$ cat src/rtl/hazard_ctrl.sv
// hazard_ctrl: load-use, taken-branch and multi-cycle EX stall/flush control for the 5-stage core.
// Define HAZARD_CTRL_STATS_EN to add the stall_count/flush_count statistics outputs.
module hazard_ctrl #(
  parameter int REG_AW    = 5,
  parameter int MC_CYCLES = 4,
  parameter int CNT_W     = 8
) (
  input  logic              clk,
  input  logic              rst,
  input  logic [REG_AW-1:0] id_rs1,
  input  logic [REG_AW-1:0] id_rs2,
  input  logic              id_use_rs1,
  input  logic              id_use_rs2,
  input  logic [REG_AW-1:0] ex_rd,
  input  logic              ex_mem_read,
  input  logic              ex_br_taken,
  input  logic              ex_mc_start,
  output logic              stall_if,
  output logic              stall_cs,
  output logic              flush_if,
  output logic              flush_id,
  output logic              ex_hold,
  output logic              mc_done,
  output logic              busy
`ifdef HAZARD_CTRL_STATS_EN
  ,
  output logic [31:0]       stall_count,
  output logic [31:0]       flush_count
`endif
);
  localparam logic [0:0] IDLE    = 1'b0;
  localparam logic [0:0] MC_BUSY = 1'b1;

  logic [0:0]       state_q, state_d;
  logic [CNT_W-1:0] cnt_q, cnt_d;
  logic             in_busy, cnt_zero, raw_lu, start, lu;

  assign in_busy  = state_q == MC_BUSY;
  assign cnt_zero = cnt_q == '0;
  assign raw_lu   = ex_mem_read & (|ex_rd) &
                    ((id_use_rs1 & (id_rs1 == ex_rd)) | (id_use_rs2 & (id_rs2 == ex_rd)));
  // Priority below reset: branch squash, then multi-cycle start, then load-use.
  assign start    = !in_busy & !ex_br_taken & ex_mc_start;
  assign lu       = !in_busy & !ex_br_taken & !ex_mc_start & raw_lu;

  assign stall_if = !rst & (in_busy | start | lu);
  assign stall_cs = stall_if;
  assign flush_if = rst | (!in_busy & ex_br_taken);
  assign flush_id = rst | (!in_busy & (ex_br_taken | lu));
  assign ex_hold  = !rst & (in_busy | start);
  assign busy     = !rst & in_busy;
  assign mc_done  = !rst & in_busy & cnt_zero;

  always_comb begin
    state_d = start ? MC_BUSY : (in_busy & cnt_zero) ? IDLE : state_q;
    cnt_d   = start ? CNT_W'(MC_CYCLES - 2) : (in_busy & !cnt_zero) ? cnt_q - CNT_W'(1) : cnt_q;
  end

  always_ff @(posedge clk) begin
    if (rst) begin
      state_q <= IDLE;
      cnt_q   <= '0;
    end else begin
      state_q <= state_d;
      cnt_q   <= cnt_d;
    end
  end

`ifdef HAZARD_CTRL_STATS_EN
  logic [31:0] stall_count_q, flush_count_q;

  always_ff @(posedge clk) begin
    if (rst) begin
      stall_count_q <= '0;
      flush_count_q <= '0;
    end else begin
      stall_count_q <= stall_count_q + {31'b0, stall_cs};
      flush_count_q <= flush_count_q + {31'b0, flush_if};
    end
  end

  assign stall_count = stall_count_q;
  assign flush_count = flush_count_q;
`endif
endmodule

$ cat config.mk
export PLATFORM = sky130hd
export DESIGN_NAME = hazard_ctrl
export DESIGN_NICKNAME = d
export VERILOG_FILES = /design/src/rtl/hazard_ctrl.sv
export SDC_FILE = /design/constraint.sdc
export NUM_CORES = 1
export LEC_CHECK = 0
export CAP_MARGIN = 20
export CORE_MARGIN = 5
export CORE_UTILIZATION = 25
export DETAILED_ROUTE_END_ITERATION = 7
export PLACE_DENSITY = 0.59
export SYNTH_ARGS = -nofsm -noshare
export SYNTH_HDL_FRONTEND = slang
export SYNTH_SLANG_ARGS = --single-unit
$ cat constraint.sdc
create_clock -name clk -period 2.1 [get_ports clk]
set_input_delay 0.63 -clock clk [delete_from_list [all_inputs] [get_ports clk]]
set_output_delay 0.63 -clock clk [all_outputs]
set_load 0.03 [all_outputs]
=== After elaboration in Yosys (flattened, before gate mapping) ===
Cells that the tools add are included.

* Memory bits (read-only): 0
* Bits in latches: 0
* Memories kept: 0
* Output and inout port bits: 7
* Register bits: 9
* Input bits: 22
* RAM bits: 0

* Equal/unequal tests: 2
* Div/mod/pow operators: 0
* Mux-type cells: 4
* Shifts and indexed selects: 0
* Add/sub/neg operators: 1
* Magnitude comparators: 0
* Reductions and logical operators: 10
* Multipliers: 0
* Bitwise operators: 22

{| class="wikitable"
|+ Operator list
! kind !! number
|-
| 1-bit bitwise AND || 16
|-
| 5-bit == test || 2
|-
| 8-bit zero test || 1
|-
| 8-bit by 1-bit subtractor with 8-bit output, second input constant || 1
|-
| 1-bit OR || 6
|-
| 1-bit zero test || 5
|-
| 5-bit OR reduction || 1
|-
| 2-bit two-way mux || 2
|-
| 2-bit nonzero test || 2
|-
| 1-bit two-way mux || 2
|-
| 2-bit OR reduction || 1
|}

=== Longest topological paths before layout ===
Gate-level depths: netlist of the first run.

* Depth after elaboration: 8
* Depth in mapped cells: 6
* Mapped depth without buffers: 6

=== Worst setup path before layout of the first run ===
No wires, ideal clock.

* Kind: input port to output port
* Start point: input port ex_rd[3]
* End point: output port stall_if
* Path slack: -0.895 ns
* Data required time: 1.470 ns
* Stages: 5
* Arrival: 2.365 ns
* Cell sequence: xor2_1 -> nor4_1 -> a32oi_1 -> o32ai_1 -> buf_4

* Cells in the longest elaborated chain, start to end: 7

{| class="wikitable"
|+ RTL lines
! element !! RTL line !! RTL
|-
| start, declared || 14 || <nowiki>input logic [REG_AW-1:0] ex_rd,</nowiki>
|-
| 5-bit == test || 41 || <nowiki>((id_use_rs1 & (id_rs1 == ex_rd)) | (id_use_rs2 & (id_rs2 == ex_rd)));</nowiki>
|-
| 1-bit bitwise AND || 41 ||
|-
| 1-bit OR || 41 ||
|-
| 1-bit bitwise AND * || 40 || <nowiki>assign raw_lu = ex_mem_read & (|ex_rd) &</nowiki>
|-
| 1-bit bitwise AND * || 44 || <nowiki>assign lu = !in_busy & !ex_br_taken & !ex_mc_start & raw_lu;</nowiki>
|-
| 1-bit OR * || 46 || <nowiki>assign stall_if = !rst & (in_busy | start | lu);</nowiki>
|-
| 1-bit bitwise AND * || 46 ||
|-
| end, declared || 18 || <nowiki>output logic stall_if,</nowiki>
|}

Mark *: on every way between the ends. The rest lies on a longest branch, timed or not.

=== Final worst setup path of the first run ===
* Start point: input port id_rs2[1]
* End point: output port stall_if

* Cells in the longest elaborated chain, start to end: 7

{| class="wikitable"
|+ RTL lines
! element !! RTL line !! RTL
|-
| start, declared || 11 || <nowiki>input logic [REG_AW-1:0] id_rs2,</nowiki>
|-
| 5-bit == test || 41 ||
|-
| 1-bit bitwise AND || 41 ||
|-
| 1-bit OR || 41 ||
|-
| 1-bit bitwise AND || 40 ||
|-
| 1-bit bitwise AND || 44 ||
|-
| 1-bit OR || 46 ||
|-
| 1-bit bitwise AND || 46 ||
|}

Every way passes these cells.

==> results.py, run 1 <==
metrics = {
    "run_status": {
        "status": "complete, but fails checks",
        "violations": "negative setup slack",
    },
    "run": {
        "cap_violations": 0,
    },
    "final_layout": {
        "diodes": 0,
        "final_layout_size_suffix_gt1_share_pct": 50.8,
        "design_area_sq_um": 1190,
        "area_growth_pct": 85.7,
        "nets": 146,
        "final_util_pct": 48.5,
    },
    "setup_path": {
        "start_kind": "primary input",
        "setup.worst_path.class": "primary input to primary output",
        "critPathArrivalTime_ns": 1.89,
        "timing.critical_path.fanout_max": 2,
        "r2r_cells": 5,
        "required_ns": 1.47,
        "worst_setup_path_end_kind": "primary output",
    },
    "pwr": {
        "pwr-share-seq_pct": 34.9,
        "comb_power_share_pct": 38.6,
        "p_int_mw": 0.353,
        "power_frac_clock_pct": 26.5,
        "p_per_area_nw_per_um2": 442,
        "p_total_mw": 0.526,
        "p_sw_mw": 0.173,
        "vdd_drop_max_v": 0.000329,
        "leakagePower_nw": 0.466,
        "switching_share_pct": 32.9,
    },
    "clock_tree": {
        "cts_root_buffer": "clkbuf_4",
        "path_clk_slew_ns": 0.07,
        "cts_max_level": 1,
        "clock-sinks": 9,
        "tritoncts": "yes",
        "cts-buffers-inserted": 3,
        "cts_max_path_buffers": 2,
        "clk_latency_ns": 0.27,
        "cts_hold_buffers": 0,
    },
    "place": {
        "gp_congestion": 0.794,
        "hpwlAfterDp_um": 1540,
        "io_buffers": 28,
        "dpl_cell_area_sq_um": 1050,
        "place_ws_ns": -0.834,
    },
    "sta": {
        "rsz0062_at_grt": "yes",
        "period_share_pct": 120,
        "tightest_slew_ns": 0.404,
        "fin_crit_ns": 2.52,
        "finalSetupViolCount": 4,
        "finalHoldViolCount": 0,
        "fin_tns_setup_ns": -1.22,
        "finalWorstSetupSlack_ns": -0.416,
        "fin_skew_ns": 0.00678,
        "slew_violations": 0,
        "slew_headroom_pct": 72.9,
        "max_freq_mhz": 397,
    },
    "detailed_routing": {
        "wire_per_inst_um": 14.0,
        "drc": 0,
        "vias_per_cell": 4.90,
        "drt_wl_total_um": 2120,
        "first_pass_iters": 5,
        "via_count": 745,
        "ant_nets": 0,
        "drtIter0Drc": 11,
    },
    "floorplanning": {
        "core_sq_um": 2450,
        "start_util_pct": 26.1,
        "num_io_pins": 29,
        "die_width_um": 60.6,
        "die_h_um": 60.6,
        "dieArea_sq_um": 3670,
        "fp-row-count": 18,
    },
    "synthesis": {
        "synthArstFlopShare_pct": 0,
        "yosys_warnings": 0,
        "syn_nets": 100,
        "netlist.area_leader.share_pct": 28.1,
        "synth_area_leaders": "dfxtp_1, xor2_1, xnor2_1",
        "ys_types": 31,
        "synth_edf_count": 0,
        "ys_ff_latch": 9,
        "syn_inst": 77,
        "synth_area_sq_um": 641,
        "ys_top_cells_by_count": "dfxtp_1, nor2_1, xor2_1",
        "synthFlopType": "dfxtp_1",
        "ys_seq_area_share_pct": 28.1,
        "avgSynthCellArea_sq_um": 8.32,
        "synth_top_area_cell": "dfxtp_1",
    },
    "global_route": {
        "grt-ovfl-total": 0,
        "antenna_found_initial": 0,
        "grt_pass1_vias": 742,
        "grt.total_usage_pct": 12.1,
        "grt_max_degree": 8,
        "grt_pass1_wl_um": 3370,
    },
    "hold_path": {
        "min_path_type": "flop to flop",
        "whs_path_depth": 2,
    },
}
-- metal layers --
layer | track usage, % | wire (um) | vias up | share of wire, %
li1 | - | - | 370 | -
met1 | 13.7 | 831 | 338 | 39
met2 | 21.8 | 1000 | 32 | 47
met3 | 2.34 | 257 | 5 | 12
met4 | 5.57 | 30 | 0 | 1.4
met5 | 0 | 0 | - | 0
-- sequential cells by signal (all words and copies together) (netlist names) --
name and count:
cnt_q 8, in_busy 1
-- cells by family (layout without fill, tap and decap cells) --
family / count (synthesis) / in the layout / share of synthesized area [%]
buffers and inverters: 7 / 52 / 4.69
adder cells (fa/ha/maj): 1 / 1 / 1.95
AO/OA/AOI/OAI: 13 / 13 / 16.0
flip-flops: 9 / 9 / 28.1
multiplexers: 2 / 2 / 3.13
AND/OR/NAND/NOR: 33 / 33 / 29.7
XOR/XNOR: 12 / 12 / 16.4
-- repair_timing --
| action | 4_1_cts | 5_1_grt |
|---|---|---|
| setup endpoints to repair | 7 | 6 |
| setup buffers | 0 | 5 |
| gates resized for setup | 79 | 8 |
| pin swaps | 17 | 9 |
-- cell type report --
class	count	area [sq um]
Fill cell	236	1260
Multi-Input combinational cell	61	562
Timing Repair Buffer	43	357
Sequential cell	9	184
Tap cell	30	37.5
Clock buffer	3	22.5
Inverter	5	22.5
Clock inverter	1	5.00
-- worst max-delay path, cell delays in order --
cell and delay (ns):
buf_6 0.10, xor2_2 0.17, nor4_2 0.29, a32oi_2 0.19, o32ai_4 0.33, buf_6 0.18
-- final timing paths --
kind / startpoint / endpoint / slack (ns)
worst min register to register: cnt_q[7]$_SDFFE_PP0P_ / cnt_q[7]$_SDFFE_PP0P_ / 0.53
worst max-delay path: id_rs2[1] / stall_if / -0.42
worst min-delay path: cnt_q[7]$_SDFFE_PP0P_ / cnt_q[7]$_SDFFE_PP0P_ / 0.53
worst max register to register: cnt_q[0]$_SDFFE_PP0P_ / cnt_q[5]$_SDFFE_PP0P_ / 0.39
-- power groups by stage --
stage	sequential (mW)	clock, mW	combinational, mW
finish	0.183	0.139	0.203
global route	0.184	0.150	0.218
CTS	0.183	0.143	0.190
detailed placement	0.186	0	0.176
global placement	0.185	0	0.174
floorplan	0.185	0	0.0860
-- placed cells by master (no fill, tap or decap), drive strengths merged, types with 2 or more instances in the layout --
cell	instances
buf	31
nor2	10
dfxtp	9
xor2	8
dlygate4sd2	5
xnor2	4
clkdlybuf4s15	4
inv	4
nand2	4
nor3	4
a21oi	4
clkbuf	4
nor4	3
or4	3
o21ai	3
mux2i	2
clkdlybuf4s50	2
nor3b	2
-- metrics by stage --
step           hold slack [ns]  instances
6_report                 0.526        152
5_1_grt                  0.565        152
4_1_cts                  0.516        147
3_5_place_dp             0.508        144
3_3_place_gp             0.496        144
2_1_floorplan            0.477         77
Note: power is estimated with default switching activity, not from simulation.
==> run 2: changes to the inputs <==
--- a/config.mk
+++ b/config.mk
@@ -6,7 +6,7 @@
 export NUM_CORES = 1
 export LEC_CHECK = 0
 export CAP_MARGIN = 20
-export CORE_MARGIN = 5
+export CORE_MARGIN = 4
 export CORE_UTILIZATION = 25
 export DETAILED_ROUTE_END_ITERATION = 7
 export PLACE_DENSITY = 0.59
==> run 2 against run 1 <==
Against the previous run:
- clock skew down 0.0057 ns
- clock power grew 4%
- core utilization increased by 1.7 points
- critical endpoint is now stall_cs
- register-to-register slack got worse by 0.06 ns
- setup slack better by 0.068 ns
- critical path type unchanged
- sequential cell count stayed put
- the flow still finishes with violations (negative setup slack)
- largest power group unchanged
- final cell count rose by 2.0%
==> results.py, run 2 (same netlist as run 1, synthesis figures left out) <==
metrics = {
    "run_status": {
        "status": "complete, but fails checks",
        "violations": "negative setup slack",
    },
    "setup_path": {
        "critPathArrivalTime_ns": 1.82,
        "setup.worst_path.class": "primary input to primary output",
        "timing.rr.end": "cnt_q[5]$_SDFFE_PP0P_",
        "r2r_slack_ns": 0.33,
        "worst_setup_path_end_kind": "primary output",
        "required_ns": 1.47,
        "start_kind": "primary input",
        "r2r_cells": 6,
        "r2r_start": "in_busy$_SDFFE_PP0P_",
        "timing.critical_path.fanout_max": 2,
    },
    "final_layout": {
        "area_growth_pct": 92.4,
        "fillers": 231,
        "final_common_cell": "buf_4",
        "ff_latch_area_sq_um": 184,
        "mostFrequentLayoutCells": "buf_4, buf_6, nor2_1",
        "largest_reg_flops": 8,
        "nets": 149,
        "multi_input_area_sq_um": 573,
        "final_layout_size_suffix_gt1_share_pct": 52.8,
        "diodes": 0,
        "top_register": "cnt_q",
    },
    "hold_path": {
        "hp-start": "cnt_q[7]$_SDFFE_PP0P_",
        "min_path_type": "flop to flop",
        "hold_path_end": "cnt_q[7]$_SDFFE_PP0P_",
        "whs_path_depth": 2,
    },
    "clock_tree": {
        "path_clk_slew_ns": 0.06,
        "tritoncts": "yes",
        "cts_root_buffer": "clkbuf_4",
        "clock-sinks": 9,
        "cts-buffers-inserted": 3,
        "clk_latency_ns": 0.28,
        "cts_max_level": 1,
        "cts_max_path_buffers": 2,
    },
    "sta": {
        "finalSetupViolCount": 3,
        "fin_skew_ns": 0.00109,
        "slew_violations": 0,
        "fin_crit_ns": 2.45,
        "finalHoldViolCount": 0,
        "tightest_slew_ns": 0.391,
        "period_share_pct": 117,
        "slew_headroom_pct": 73.8,
        "hold_ws_ns": 0.512,
        "fin_tns_setup_ns": -1.04,
        "max_freq_mhz": 409,
        "finalWorstSetupSlack_ns": -0.348,
        "rsz0062_at_grt": "yes",
    },
    "global_route": {
        "grt.total_usage_pct": 12.7,
        "gr-max-usage-layer": "met2",
        "grt_util_met1_pct": 14.4,
        "antenna_found_initial": 0,
        "grt-ovfl-total": 0,
        "grt_pass1_wl_um": 3300,
        "grtUsageMet2_pct": 21.5,
        "grt_util_met3_pct": 3.73,
        "grt_max_degree": 8,
        "grt_pass1_vias": 748,
    },
    "detailed_routing": {
        "drc": 0,
        "ant_nets": 0,
        "vias_per_cell": 4.87,
        "via_count": 755,
        "drt_wl_total_um": 2140,
        "wire_per_inst_um": 13.8,
        "drtIter0Drc": 26,
        "first_pass_iters": 4,
    },
    "pwr": {
        "p_total_mw": 0.546,
        "vdd_drop_max_v": 0.000258,
        "leakagePower_nw": 0.485,
        "p_per_area_nw_per_um2": 443,
        "p_sw_mw": 0.180,
        "comb_power_share_pct": 40.0,
        "pwr-share-seq_pct": 33.5,
        "power_frac_clock_pct": 26.4,
        "switching_share_pct": 32.9,
        "p_int_mw": 0.366,
    },
    "floorplanning": {
        "num_io_pins": 29,
        "fp-row-count": 18,
        "die_width_um": 58.6,
        "dieArea_sq_um": 3440,
        "die_h_um": 58.6,
        "core_sq_um": 2450,
        "start_util_pct": 26.1,
    },
    "place": {
        "gp_congestion": 0.798,
        "hpwlAfterDp_um": 1540,
        "io_buffers": 28,
    },
    "run": {
        "cap_violations": 0,
    },
}
run 2: cell types whose count changed in the layout (fill, tap and decap cells not counted):
cell | previous run | this run
clkinv_2 | 1 | 0
buf_6 | 6 | 10
clkbuf_1 | 0 | 1
buf_4 | 18 | 19
clkbuf_2 | 1 | 0
xor2_1 | 7 | 6
buf_8 | 1 | 0
xor2_2 | 1 | 2
o21ai_2 | 0 | 1
o21ai_1 | 1 | 0
run 2: area by class of cell:
| cell class | instances | area share [%] |
|---|---|---|
| clock buffers | 4 | 2.13 |
| repair buffers | 46 | 31.6 |
| well taps | 30 | 3.05 |
| multi-input cells | 61 | 46.5 |
| inverters | 5 | 1.83 |
| flip-flops and latches | 9 | 14.9 |
run 2: repair_timing:
action                                  4_1_cts  5_1_grt
hold endpoints to repair                      0        0
buffers inserted                              5        3
hold buffers                                  0        0
pin swaps                                    17        2
endpoints found under the setup margin        7        6
gates resized for setup                      81       10
run 2: routing by layer:
layer  vias up  part of all wire [%]
met3         5                    10
met1       339                    41
met4         0                   2.6
met5         -                     0
li1        373                     -
met2        38                    46
run 2: power by group through the flow:
stage	Sequential (mW)	Combinational [mW]	Clock, mW
2_1_floorplan	0.185	0.0860	0
3_3_place_gp	0.185	0.173	0
3_5_place_dp	0.186	0.176	0
4_1_cts	0.183	0.202	0.147
5_1_grt	0.184	0.232	0.157
6_report	0.183	0.219	0.144
run 2: worst max-delay path by stage:
stage | from | slack (ns) | end | cells after the start
2_1_floorplan | ex_rd[3] | -0.41 | stall_if | 5
3_3_place_gp | ex_rd[3] | -0.78 | stall_if | 6
3_5_place_dp | ex_rd[3] | -0.85 | stall_cs | 6
4_1_cts | id_rs2[4] | -0.36 | stall_cs | 6
5_1_grt | id_rs1[4] | -0.40 | stall_cs | 6
6_report | id_rs2[4] | -0.35 | stall_cs | 6
run 2: critical path: stages:
cell and delay [ns]:
buf_6 0.09, xor2_1 0.15, nor4_2 0.31, a32oi_2 0.19, o32ai_4 0.28, buf_6 0.18
run 2: through the flow:
step / worst slack [ns] / instance area (sq um) / std cells / util (%)
finish: -0.348 / 1230 / 155 / 50.2
global route: -0.402 / 1230 / 155 / 50.2
CTS: -0.356 / 1190 / 152 / 48.4
detailed placement: -0.849 / 1050 / 144 / 42.6
global placement: -0.784 / 1050 / 144 / 42.6
floorplan: -0.411 / 678 / 77 / -
==> run 3: changes to the inputs <==
--- a/config.mk
+++ b/config.mk
@@ -8,6 +8,7 @@
 export CAP_MARGIN = 20
 export CORE_MARGIN = 4
 export CORE_UTILIZATION = 25
+export CTS_CLUSTER_DIAMETER = 60
 export DETAILED_ROUTE_END_ITERATION = 7
 export PLACE_DENSITY = 0.59
 export SYNTH_ARGS = -nofsm -noshare
==> constraint.sdc (replaced) <==
create_clock -name clk -period 2.1 [get_ports clk]
set_input_delay 0.42 -clock clk [delete_from_list [all_inputs] [get_ports clk]]
set_output_delay 0.42 -clock clk [all_outputs]
set_load 0.03 [all_outputs]
==> run 3 against run 2 <==
Against the previous run:
- the flow now finishes without violations
- fmax grew 18%
- sequential share of layout area grew 2.5 points
- die area is the same
- non-clock buffer count shrank 12
- setup slack gained 0.38 ns
- sequential power is essentially flat
- critical endpoint unchanged
- highest routed layer unchanged
==> results.py, run 3 (same netlist as run 1, synthesis figures left out) <==
metrics = {
    "clock_tree": {
        "cts_root_buffer": "clkbuf_4",
        "clk_latency_ns": 0.26,
        "cts_setup_buffers": 0,
        "cts_hold_buffers": 0,
        "clock-sinks": 9,
        "path_clk_slew_ns": 0.06,
        "cts-buffers-inserted": 3,
        "cts_max_path_buffers": 2,
        "tritoncts": "yes",
        "cts_max_level": 1,
    },
    "final_layout": {
        "largest_reg_flops": 8,
        "nets": 137,
        "final_util_pct": 42.2,
        "design_area_sq_um": 1030,
        "final_layout_size_suffix_gt1_share_pct": 34.5,
        "diodes": 0,
        "final_common_cell": "buf_4",
        "mostFrequentLayoutCells": "buf_4, nor2_1, dfxtp_1",
        "instances_no_fill": 143,
        "area_growth_pct": 61.5,
        "top_register": "cnt_q",
    },
    "setup_path": {
        "cp.depth": 6,
        "crit_slowest_cell": "nor4_2",
        "r2r_cells": 7,
        "start_kind": "primary input",
        "crit_end": "stall_cs",
        "timing.rr.end": "cnt_q[1]$_SDFFE_PP0P_",
        "crit_buf_inv": 2,
        "max_stage_delay_ns": 0.30,
        "setup.worst_path.class": "primary input to primary output",
        "cp_cell_sequence": "clkdlybuf4s15_1 -> xor2_1 -> nor4_2 -> a32oi_2 -> o32ai_2 -> buf_4",
        "critical_path.top_delay_family": "compound AO/OA/AOI/OAI gates",
        "r2r_slack_ns": 0.42,
        "critPathArrivalTime_ns": 1.65,
        "worst_setup_path_end_kind": "primary output",
        "timing.critical_path.fanout_max": 2,
        "r2r_start": "cnt_q[0]$_SDFFE_PP0P_",
        "cp-startpoint": "id_rs1[2]",
        "required_ns": 1.68,
    },
    "pwr": {
        "power_frac_clock_pct": 27.9,
        "switching_share_pct": 30.5,
        "p_sw_mw": 0.145,
        "vdd_drop_max_v": 0.000235,
        "p_int_mw": 0.330,
        "comb_power_share_pct": 33.5,
        "p_total_mw": 0.475,
        "leakagePower_nw": 0.413,
        "pwr-share-seq_pct": 38.6,
        "p_per_area_nw_per_um2": 459,
    },
    "sta": {
        "period_share_pct": 98.5,
        "fin_tns_setup_ns": 0,
        "max_freq_mhz": 483,
        "fin_skew_ns": 0.00215,
        "finalSetupViolCount": 0,
        "rsz0062_at_grt": "yes",
        "tightest_slew_ns": 0.416,
        "slew_violations": 0,
        "slew_headroom_pct": 72.1,
        "finalHoldViolCount": 0,
        "fin_crit_ns": 2.07,
    },
    "global_route": {
        "antenna_found_initial": 0,
        "grt_pass1_vias": 738,
        "grt.total_usage_pct": 10.6,
        "grt_max_degree": 8,
        "grt-ovfl-total": 0,
        "grt_pass1_wl_um": 2880,
    },
    "place": {
        "io_buffers": 28,
        "hpwlAfterDp_um": 1400,
        "dpl_cell_area_sq_um": 988,
        "gp_congestion": 0.757,
        "place_inst": 139,
    },
    "detailed_routing": {
        "drtIter0Drc": 4,
        "wire_per_inst_um": 11.7,
        "ant_nets": 0,
        "drt_wl_total_um": 1670,
        "drc": 0,
        "via_count": 696,
        "vias_per_cell": 4.87,
        "first_pass_iters": 3,
    },
    "run": {
        "cap_violations": 0,
    },
    "floorplanning": {
        "fp-row-count": 18,
        "die_h_um": 58.6,
        "dieArea_sq_um": 3440,
        "num_io_pins": 29,
        "core_sq_um": 2450,
        "die_width_um": 58.6,
        "start_util_pct": 26.1,
    },
    "hold_path": {
        "min_path_type": "flop to flop",
    },
    "run_status": {
        "status": "completed",
    },
}
-- run 3: cell count changes in the layout (fill, tap and decap cells not counted), moves of 2 or more --
cell / change
inv_1: +4
dfxtp_1: +3
buf_4: -6
inv_2: -3
clkdlybuf4s15_1: -2
clkdlybuf4s50_1: +3
buf_6: -10
dfxtp_2: -3
clkbuf_2: +2
-- run 3: worst reg2reg max path: stages, from the launching register on --
cell and delay, ns:
dfxtp_1 0.37, inv_1 0.06, ha_1 0.20, nor3b_2 0.16, buf_4 0.14, a31oi_1 0.36
nor3_1 0.08, a211oi_1 0.23
-- run 3: area by class of cell --
type                            count  area, sq um
Clock buffer                        4         26.3
Fill cell                         250         1420
Inverter                            5         18.8
Multi-Input combinational cell     61          498
Sequential cell                     9          180
Tap cell                           30         37.5
Timing Repair Buffer               34          274
-- run 3: power by group through the flow --
stage | sequential (mW) | clock (mW) | combinational [mW]
finish | 0.183 | 0.132 | 0.159
global route | 0.184 | 0.146 | 0.174
CTS | 0.183 | 0.141 | 0.158
detailed placement | 0.187 | 0 | 0.159
global placement | 0.187 | 0 | 0.158
floorplan | 0.185 | 0 | 0.0802
-- run 3: worst min-delay path by stage --
stage	slack [ns]	from	cells after the start	end
floorplan	0.48	cnt_q[7]$_SDFFE_PP0P_	2	cnt_q[7]$_SDFFE_PP0P_
global placement	0.49	cnt_q[7]$_SDFFE_PP0P_	2	cnt_q[7]$_SDFFE_PP0P_
detailed placement	0.51	cnt_q[7]$_SDFFE_PP0P_	2	cnt_q[7]$_SDFFE_PP0P_
CTS	0.52	cnt_q[7]$_SDFFE_PP0P_	2	cnt_q[7]$_SDFFE_PP0P_
global route	0.55	cnt_q[7]$_SDFFE_PP0P_	2	cnt_q[7]$_SDFFE_PP0P_
finish	0.51	cnt_q[7]$_SDFFE_PP0P_	2	cnt_q[7]$_SDFFE_PP0P_
-- run 3: timing repair --
item                       4_1_cts  5_1_grt
pin swaps                       10        6
setup endpoints to repair        3        4
resized for setup               43        9
-- run 3: metal layers --
layer  track usage (%)  vias up  routed length (um)
li1                  -      347                   -
met1              11.6      314                 686
met2              18.8       31                 773
met3              2.85        4                 188
met4              4.85        0                  22
met5                 0        -                   0
-- run 3: through the flow --
stage / setup slack [ns] / hold WS [ns]
after CTS: 0.00757 / 0.520
after floorplan: -0.136 / 0.477
after detailed placement: -0.342 / 0.509
after global placement: -0.338 / 0.493
after global routing: -0.0716 / 0.554
final: 0.0310 / 0.513
